[config.mk]
export PLATFORM = sky130hd
export DESIGN_NAME = apa102_strip_rx
export DESIGN_NICKNAME = d
export VERILOG_FILES = /design/src/rtl/apa102_strip_rx.sv
export SDC_FILE = /design/constraint.sdc
export NUM_CORES = 1
export LEC_CHECK = 0
export ABC_AREA = 1
export CELL_PAD_IN_SITES_DETAIL_PLACEMENT = 1
export CELL_PAD_IN_SITES_GLOBAL_PLACEMENT = 2
export CORE_ASPECT_RATIO = 0.5
export CORE_MARGIN = 4
export CORE_UTILIZATION = 32
export CTS_CLUSTER_DIAMETER = 150
export DETAILED_ROUTE_END_ITERATION = 16
export PLACE_DENSITY = 0.78
export SYNTH_ARGS = -nofsm -noshare
export SYNTH_HDL_FRONTEND = slang
export SYNTH_SLANG_ARGS = --single-unit
[constraint.sdc]
create_clock -name clk -period 1.9 [get_ports clk]
set_clock_uncertainty 0.2 [all_clocks]
set_input_delay 0.57 -clock clk [delete_from_list [all_inputs] [get_ports clk]]
set_output_delay 0.57 -clock clk [all_outputs]
set_load 0.01 [all_outputs]
[src/rtl/apa102_strip_rx.sv]
// Two-wire LED-strip receiver: oversamples strip clock/data, aligns on the
// 32-zero start frame and decodes LED frames into indexed pixels.
module apa102_strip_rx #(
  parameter int NUM_LEDS       = 64,
  parameter int TIMEOUT_CYCLES = 4096,
  parameter int CNT_W          = 13,
  localparam int IDX_W         = $clog2(NUM_LEDS)
) (
  input  logic             clk,
  input  logic             reset_n,
  input  logic             sclk_in,
  input  logic             sdat_in,
  output logic             locked,
  output logic             pix_valid,
  output logic [IDX_W-1:0] pix_idx,
  output logic [4:0]       pix_bright,
  output logic [7:0]       pix_b,
  output logic [7:0]       pix_g,
  output logic [7:0]       pix_r,
  output logic             frame_done,
  output logic [IDX_W:0]   frame_len,
  output logic             err
);

  typedef enum logic [0:0] {
    ST_HUNT  = 1'b0,
    ST_FRAME = 1'b1
  } state_t;

  localparam logic [IDX_W:0]   LP_NUM      = (IDX_W+1)'(NUM_LEDS);
  localparam logic [IDX_W:0]   LP_PIX_ONE  = 1;
  localparam logic [CNT_W-1:0] LP_T_ONE    = 1;
  localparam logic [CNT_W-1:0] LP_TMO_LAST = CNT_W'(TIMEOUT_CYCLES - 1);

  logic r_sclk_s1, r_sclk_s2, r_sclk_d;
  logic r_sdat_s1, r_sdat_s2;

  state_t           r_state, w_state_next;
  // Only 31 bits are stored: the 32nd bit completes the word combinationally.
  logic [30:0]      r_shift, w_shift_next;
  logic [4:0]       r_bitcnt, w_bitcnt_next;
  logic [4:0]       r_zcnt, w_zcnt_next;
  logic [IDX_W:0]   r_pixcnt, w_pixcnt_next;
  logic [CNT_W-1:0] r_tcnt, w_tcnt_next;

  logic             r_locked, w_locked_next;
  logic             r_pix_valid, w_pix_valid_next;
  logic [IDX_W-1:0] r_pix_idx, w_pix_idx_next;
  logic [4:0]       r_pix_bright, w_pix_bright_next;
  logic [7:0]       r_pix_b, w_pix_b_next;
  logic [7:0]       r_pix_g, w_pix_g_next;
  logic [7:0]       r_pix_r, w_pix_r_next;
  logic             r_frame_done, w_frame_done_next;
  logic [IDX_W:0]   r_frame_len, w_frame_len_next;
  logic             r_err, w_err_next;

  logic        w_fall;
  logic [31:0] w_word;

  assign w_fall = r_sclk_d & ~r_sclk_s2;
  assign w_word = {r_shift, r_sdat_s2};

  always_ff @(posedge clk or negedge reset_n) begin
    if (!reset_n) begin
      r_sclk_s1 <= 1'b0;
      r_sclk_s2 <= 1'b0;
      r_sclk_d  <= 1'b0;
      r_sdat_s1 <= 1'b0;
      r_sdat_s2 <= 1'b0;
    end else begin
      r_sclk_s1 <= sclk_in;
      r_sclk_s2 <= r_sclk_s1;
      r_sclk_d  <= r_sclk_s2;
      r_sdat_s1 <= sdat_in;
      r_sdat_s2 <= r_sdat_s1;
    end
  end

  always_ff @(posedge clk or negedge reset_n) begin
    if (!reset_n) begin
      r_state      <= ST_HUNT;
      r_shift      <= '0;
      r_bitcnt     <= '0;
      r_zcnt       <= '0;
      r_pixcnt     <= '0;
      r_tcnt       <= '0;
      r_locked     <= 1'b0;
      r_pix_valid  <= 1'b0;
      r_pix_idx    <= '0;
      r_pix_bright <= '0;
      r_pix_b      <= '0;
      r_pix_g      <= '0;
      r_pix_r      <= '0;
      r_frame_done <= 1'b0;
      r_frame_len  <= '0;
      r_err        <= 1'b0;
    end else begin
      r_state      <= w_state_next;
      r_shift      <= w_shift_next;
      r_bitcnt     <= w_bitcnt_next;
      r_zcnt       <= w_zcnt_next;
      r_pixcnt     <= w_pixcnt_next;
      r_tcnt       <= w_tcnt_next;
      r_locked     <= w_locked_next;
      r_pix_valid  <= w_pix_valid_next;
      r_pix_idx    <= w_pix_idx_next;
      r_pix_bright <= w_pix_bright_next;
      r_pix_b      <= w_pix_b_next;
      r_pix_g      <= w_pix_g_next;
      r_pix_r      <= w_pix_r_next;
      r_frame_done <= w_frame_done_next;
      r_frame_len  <= w_frame_len_next;
      r_err        <= w_err_next;
    end
  end

  always_comb begin
    w_state_next      = r_state;
    w_shift_next      = r_shift;
    w_bitcnt_next     = r_bitcnt;
    w_zcnt_next       = r_zcnt;
    w_pixcnt_next     = r_pixcnt;
    w_tcnt_next       = r_tcnt;
    w_locked_next     = r_locked;
    w_pix_valid_next  = 1'b0;
    w_pix_idx_next    = r_pix_idx;
    w_pix_bright_next = r_pix_bright;
    w_pix_b_next      = r_pix_b;
    w_pix_g_next      = r_pix_g;
    w_pix_r_next      = r_pix_r;
    w_frame_done_next = 1'b0;
    w_frame_len_next  = r_frame_len;
    w_err_next        = 1'b0;

    if (w_fall) begin
      w_shift_next  = w_word[30:0];
      w_bitcnt_next = r_bitcnt + 5'd1;
    end

    case (r_state)
      ST_HUNT: begin
        w_tcnt_next = '0;
        if (w_fall) begin
          if (r_sdat_s2) begin
            w_zcnt_next = '0;
          end else if (r_zcnt == 5'd31) begin
            w_state_next  = ST_FRAME;
            w_bitcnt_next = '0;
            w_pixcnt_next = '0;
            w_zcnt_next   = '0;
            w_locked_next = 1'b1;
          end else begin
            w_zcnt_next = r_zcnt + 5'd1;
          end
        end
      end

      ST_FRAME: begin
        if (w_fall) begin
          w_tcnt_next = '0;
          if (r_bitcnt == 5'd31) begin
            if (w_word[31:29] == 3'b111) begin
              if (r_pixcnt < LP_NUM) begin
                w_pix_valid_next  = 1'b1;
                w_pix_idx_next    = r_pixcnt[IDX_W-1:0];
                w_pix_bright_next = w_word[28:24];
                w_pix_b_next      = w_word[23:16];
                w_pix_g_next      = w_word[15:8];
                w_pix_r_next      = w_word[7:0];
                w_pixcnt_next     = r_pixcnt + LP_PIX_ONE;
              end else begin
                w_err_next = 1'b1;
              end
            end else if (w_word == 32'd0) begin
              if (r_pixcnt != '0) begin
                w_frame_done_next = 1'b1;
                w_frame_len_next  = r_pixcnt;
                w_pixcnt_next     = '0;
              end
            end else begin
              w_err_next    = 1'b1;
              w_locked_next = 1'b0;
              w_state_next  = ST_HUNT;
              w_zcnt_next   = '0;
              w_pixcnt_next = '0;
            end
          end
        end else if (r_bitcnt != 5'd0) begin
          // Strip clock stalled mid-word: abandon the frame after the limit.
          if (r_tcnt == LP_TMO_LAST) begin
            w_err_next    = 1'b1;
            w_locked_next = 1'b0;
            w_state_next  = ST_HUNT;
            w_zcnt_next   = '0;
            w_pixcnt_next = '0;
            w_bitcnt_next = '0;
            w_tcnt_next   = '0;
          end else begin
            w_tcnt_next = r_tcnt + LP_T_ONE;
          end
        end
      end

      default: w_state_next = ST_HUNT;
    endcase
  end

  assign locked     = r_locked;
  assign pix_valid  = r_pix_valid;
  assign pix_idx    = r_pix_idx;
  assign pix_bright = r_pix_bright;
  assign pix_b      = r_pix_b;
  assign pix_g      = r_pix_g;
  assign pix_r      = r_pix_r;
  assign frame_done = r_frame_done;
  assign frame_len  = r_frame_len;
  assign err        = r_err;

endmodule

==> impl_metrics.json <==
{
  "status": "complete, but fails checks",
  "violations": "negative setup slack",
  "final_net_count": 692,
  "cts_sinks": 113,
  "comb_power_share": 0.095,
  "drt-total-wl_mm": 14.5,
  "grt_max_degree": 61,
  "synth.area.top_cells": "dfrtp_1 55%, nand2_1 9.8%, o21ai_2 7.1%, inv_1 4.2%, o21ai_0 3.7%",
  "vias": 4221,
  "grt_pass1_vias": 4504,
  "final_common_cell": "dfrtp_1",
  "cap_violations": 0,
  "drv_slew": 0,
  "layout_setup_ws_ns": -0.148,
  "power_density_nw_per_um2": 891,
  "place_inst": 828,
  "swShare": 0.253,
  "place_hpwl_mm": 8.65,
  "num_io_pins": 50,
  "start_util": 0.331,
  "cts_buffers": 17,
  "use_met2": 0.248,
  "diodes": 0,
  "coreArea_sq_um": 15600,
  "synth.cell_area_sq_um": 5160,
  "crit-reg2reg-capture": "pix_g[6]",
  "crit_buf_inv": 4,
  "postSynthRegisterBits": 113,
  "grt_pass1_wl_mm": 22.9,
  "ys_async_sr_fraction": 1.00,
  "worstPathCellList": "ha_2, nand2_1, nor2_1, ha_2, inv_4, nor3_4, buf_12, inv_12, clkbuf_16, nand2_2, o21ai_2",
  "clk_path_buf_depth": 2,
  "drive_above_1_share": 0.380,
  "r2r-start": "r_bitcnt[1]",
  "reg2regPathDepth": 11,
  "cts_tree": "built",
  "stdcell_count": 897,
  "synth_top_area_share": 0.548,
  "rsz0062_at_grt": "yes",
  "hold_viol": 0,
  "grtUsageMet3": 0.0411,
  "switchingPower_mw": 1.72,
  "synth_cells": 549,
  "antenna_found_initial": 0,
  "die_h_microns": 97.8,
  "crit_fanout": 8,
  "min_to": "r_sclk_s2",
  "drt_iter0_markers": 164,
  "dieArea_sq_um": 18400,
  "ys_seq_area_frac": 0.548,
  "place.gp.congestion": 0.796,
  "clockPowerShare": 0.520,
  "grtUsageMet1": 0.205,
  "routedWlPerCell_microns": 16.2,
  "p_leak_nw": 3.51,
  "crit_family": "simple AND/OR/NAND/NOR gates",
  "reg2reg_slack_ns": -0.15,
  "cp_common_cell": "ha_2",
  "fmax_ghz": 0.488,
  "first_pass_iters": 6,
  "post_drt_via_cell_ratio": 4.71,
  "arrival_ns": 2.15,
  "row_count": 32,
  "port_buffers": 49,
  "max-slew-margin-rel": 0.742,
  "layout_common_cells": "113 x dfrtp_1, 80 x nand2_1, 55 x buf_4",
  "min_from": "r_sclk_s1",
  "syn_nets": 561,
  "critPathKind": "flip-flop to flip-flop",
  "min_path_type": "flip-flop to flip-flop",
  "required_ns": 2.00,
  "setup_viol": 50,
  "ys_types": 37,
  "power_frac_seq": 0.385,
  "crit_path_start_kind": "flip-flop",
  "critPathSlowestCell": "dfrtp_1",
  "slowest_delay_ns": 0.36,
  "syn_area_per_cell_sq_um": 9.41,
  "yosysTopAreaCell": "dfrtp_1",
  "cts-htree-levels": 4,
  "synth_edf_count": 0,
  "drc": 0,
  "clk_pin_slew_ns": 0.06,
  "grt-busiest-layer": "met2",
  "power_mw": 6.80,
  "syn_to_final_growth_pct": 47.9,
  "peakVddDrop_mv": 0.718,
  "synthFlopType": "dfrtp_1",
  "setup.worst_path.end_class": "flip-flop",
  "p_int_mw": 5.08,
  "track_usage": 0.154,
  "clk_latency_ns": 0.42,
  "root_buffer": "clkbuf_16",
  "grt-ovfl-total": 0,
  "fin_crit_ns": 2.05,
  "finalCritPeriodShare": 1.08,
  "ys_warn_count": 0,
  "die_width_microns": 188,
  "min_path_cells": 0,
  "antenna_left": 0,
  "tightestPinTransition_ns": 0.386
}
kinds of logic (layout without fill, tap and decap cells):
family | count (synthesis) | after routing | synth area share
xor+xnor | 11 | 11 | 0.0187
flops | 113 | 113 | 0.548
simple gates | 234 | 236 | 0.207
compound gates | 101 | 101 | 0.130
fa+ha+maj | 8 | 8 | 0.0194
buf+inv | 82 | 224 | 0.0768
cell usage after synthesis, types with 3 or more instances:
cell type    n
nor3_1       6
buf_6       10
clkbuf_1     3
inv_2        4
o21ai_2     42
dfrtp_1    113
nand2_2      3
o21ai_0     38
xor2_1      10
nor2_1      45
o21ai_1     11
nand3_1     19
nand4_1      8
nand2_1    135
a21oi_1      6
inv_1       58
ha_1         8
nor2_4       3
buf_2        5
final cells by class:
type                       count  area (sq um)
clock buffer                  19           453
clock inverter                13           199
fill                        1715          7980
inverter                      64           270
multi-input combinational    356          2290
sequential                   113          2830
tap                          204           255
timing repair buffer         127          1330
timing repair inverter         1          11.3
worst register-to-register path: cells and delay by family, from the launching register on:
family,cells,cell delay (ns)
buffers and inverters,4,0.47
adder cells (fa/ha/maj),2,0.40
flip-flops,1,0.36
AND/OR/NAND/NOR,4,0.47
AO/OA/AOI/OAI,1,0.05
metal layers:
metal	routed length, microns	vias to the layer above	share of wire
met5	0	-	0
met4	216	0	0.015
met3	478	16	0.033
met2	7040	51	0.49
met1	6780	2126	0.47
li1	-	2028	-
flip-flops by register name, indices dropped and copies added (netlist names), 4 cells and up, named ones only:
name / flops
r_pixcnt: 7
pix_bright: 5
pix_b: 8
pix_idx: 6
r_shift: 31
pix_r: 8
r_zcnt: 5
frame_len: 7
r_bitcnt: 4
r_tcnt: 13
pix_g: 8
power by group through the flow:
stage	clock, mW	combinational, mW	sequential [mW]
finish	3.54	0.646	2.62
global route	3.74	0.743	2.64
CTS	3.58	0.612	2.62
detailed placement	0	0.587	2.66
global placement	0	0.568	2.65
floorplan	0	0.322	2.65
worst max-delay path by stage:
stage | depth (start not counted) | slack, ns | to | from
2_1_floorplan | 12 | -0.02 | r_pixcnt[0] | r_zcnt[0]
3_3_place_gp | 12 | -0.14 | r_pixcnt[0] | r_zcnt[1]
3_5_place_dp | 12 | -0.15 | r_pixcnt[5] | r_zcnt[1]
4_1_cts | 12 | -0.08 | r_pixcnt[4] | r_zcnt[0]
5_1_grt | 11 | -0.23 | pix_g[6] | r_bitcnt[1]
6_report | 11 | -0.15 | pix_g[6] | r_bitcnt[1]
what timing repair did:
action                     CTS  global route
hold buffers                 1             0
setup endpoints to repair  103            93
resized for setup           98            99
pin swaps                   14            14
gates cloned                 5             9
setup buffers                2            20
hold endpoints to repair    13             0
per-stage QoR:
step	setup slack [ns]	cell area, sq um	hold WS [ns]	TNS, ns	utilization
floorplan	-0.0216	5190	0.0744	-0.0326	-
global placement	-0.141	6200	0.133	-1.62	0.397
detailed placement	-0.147	6200	0.146	-4.34	0.397
CTS	-0.0841	7060	0.160	-2.46	0.452
global route	-0.232	7640	0.172	-11.37	0.489
finish	-0.148	7640	0.157	-5.07	0.489
Power figures use the tool's default switching activity.
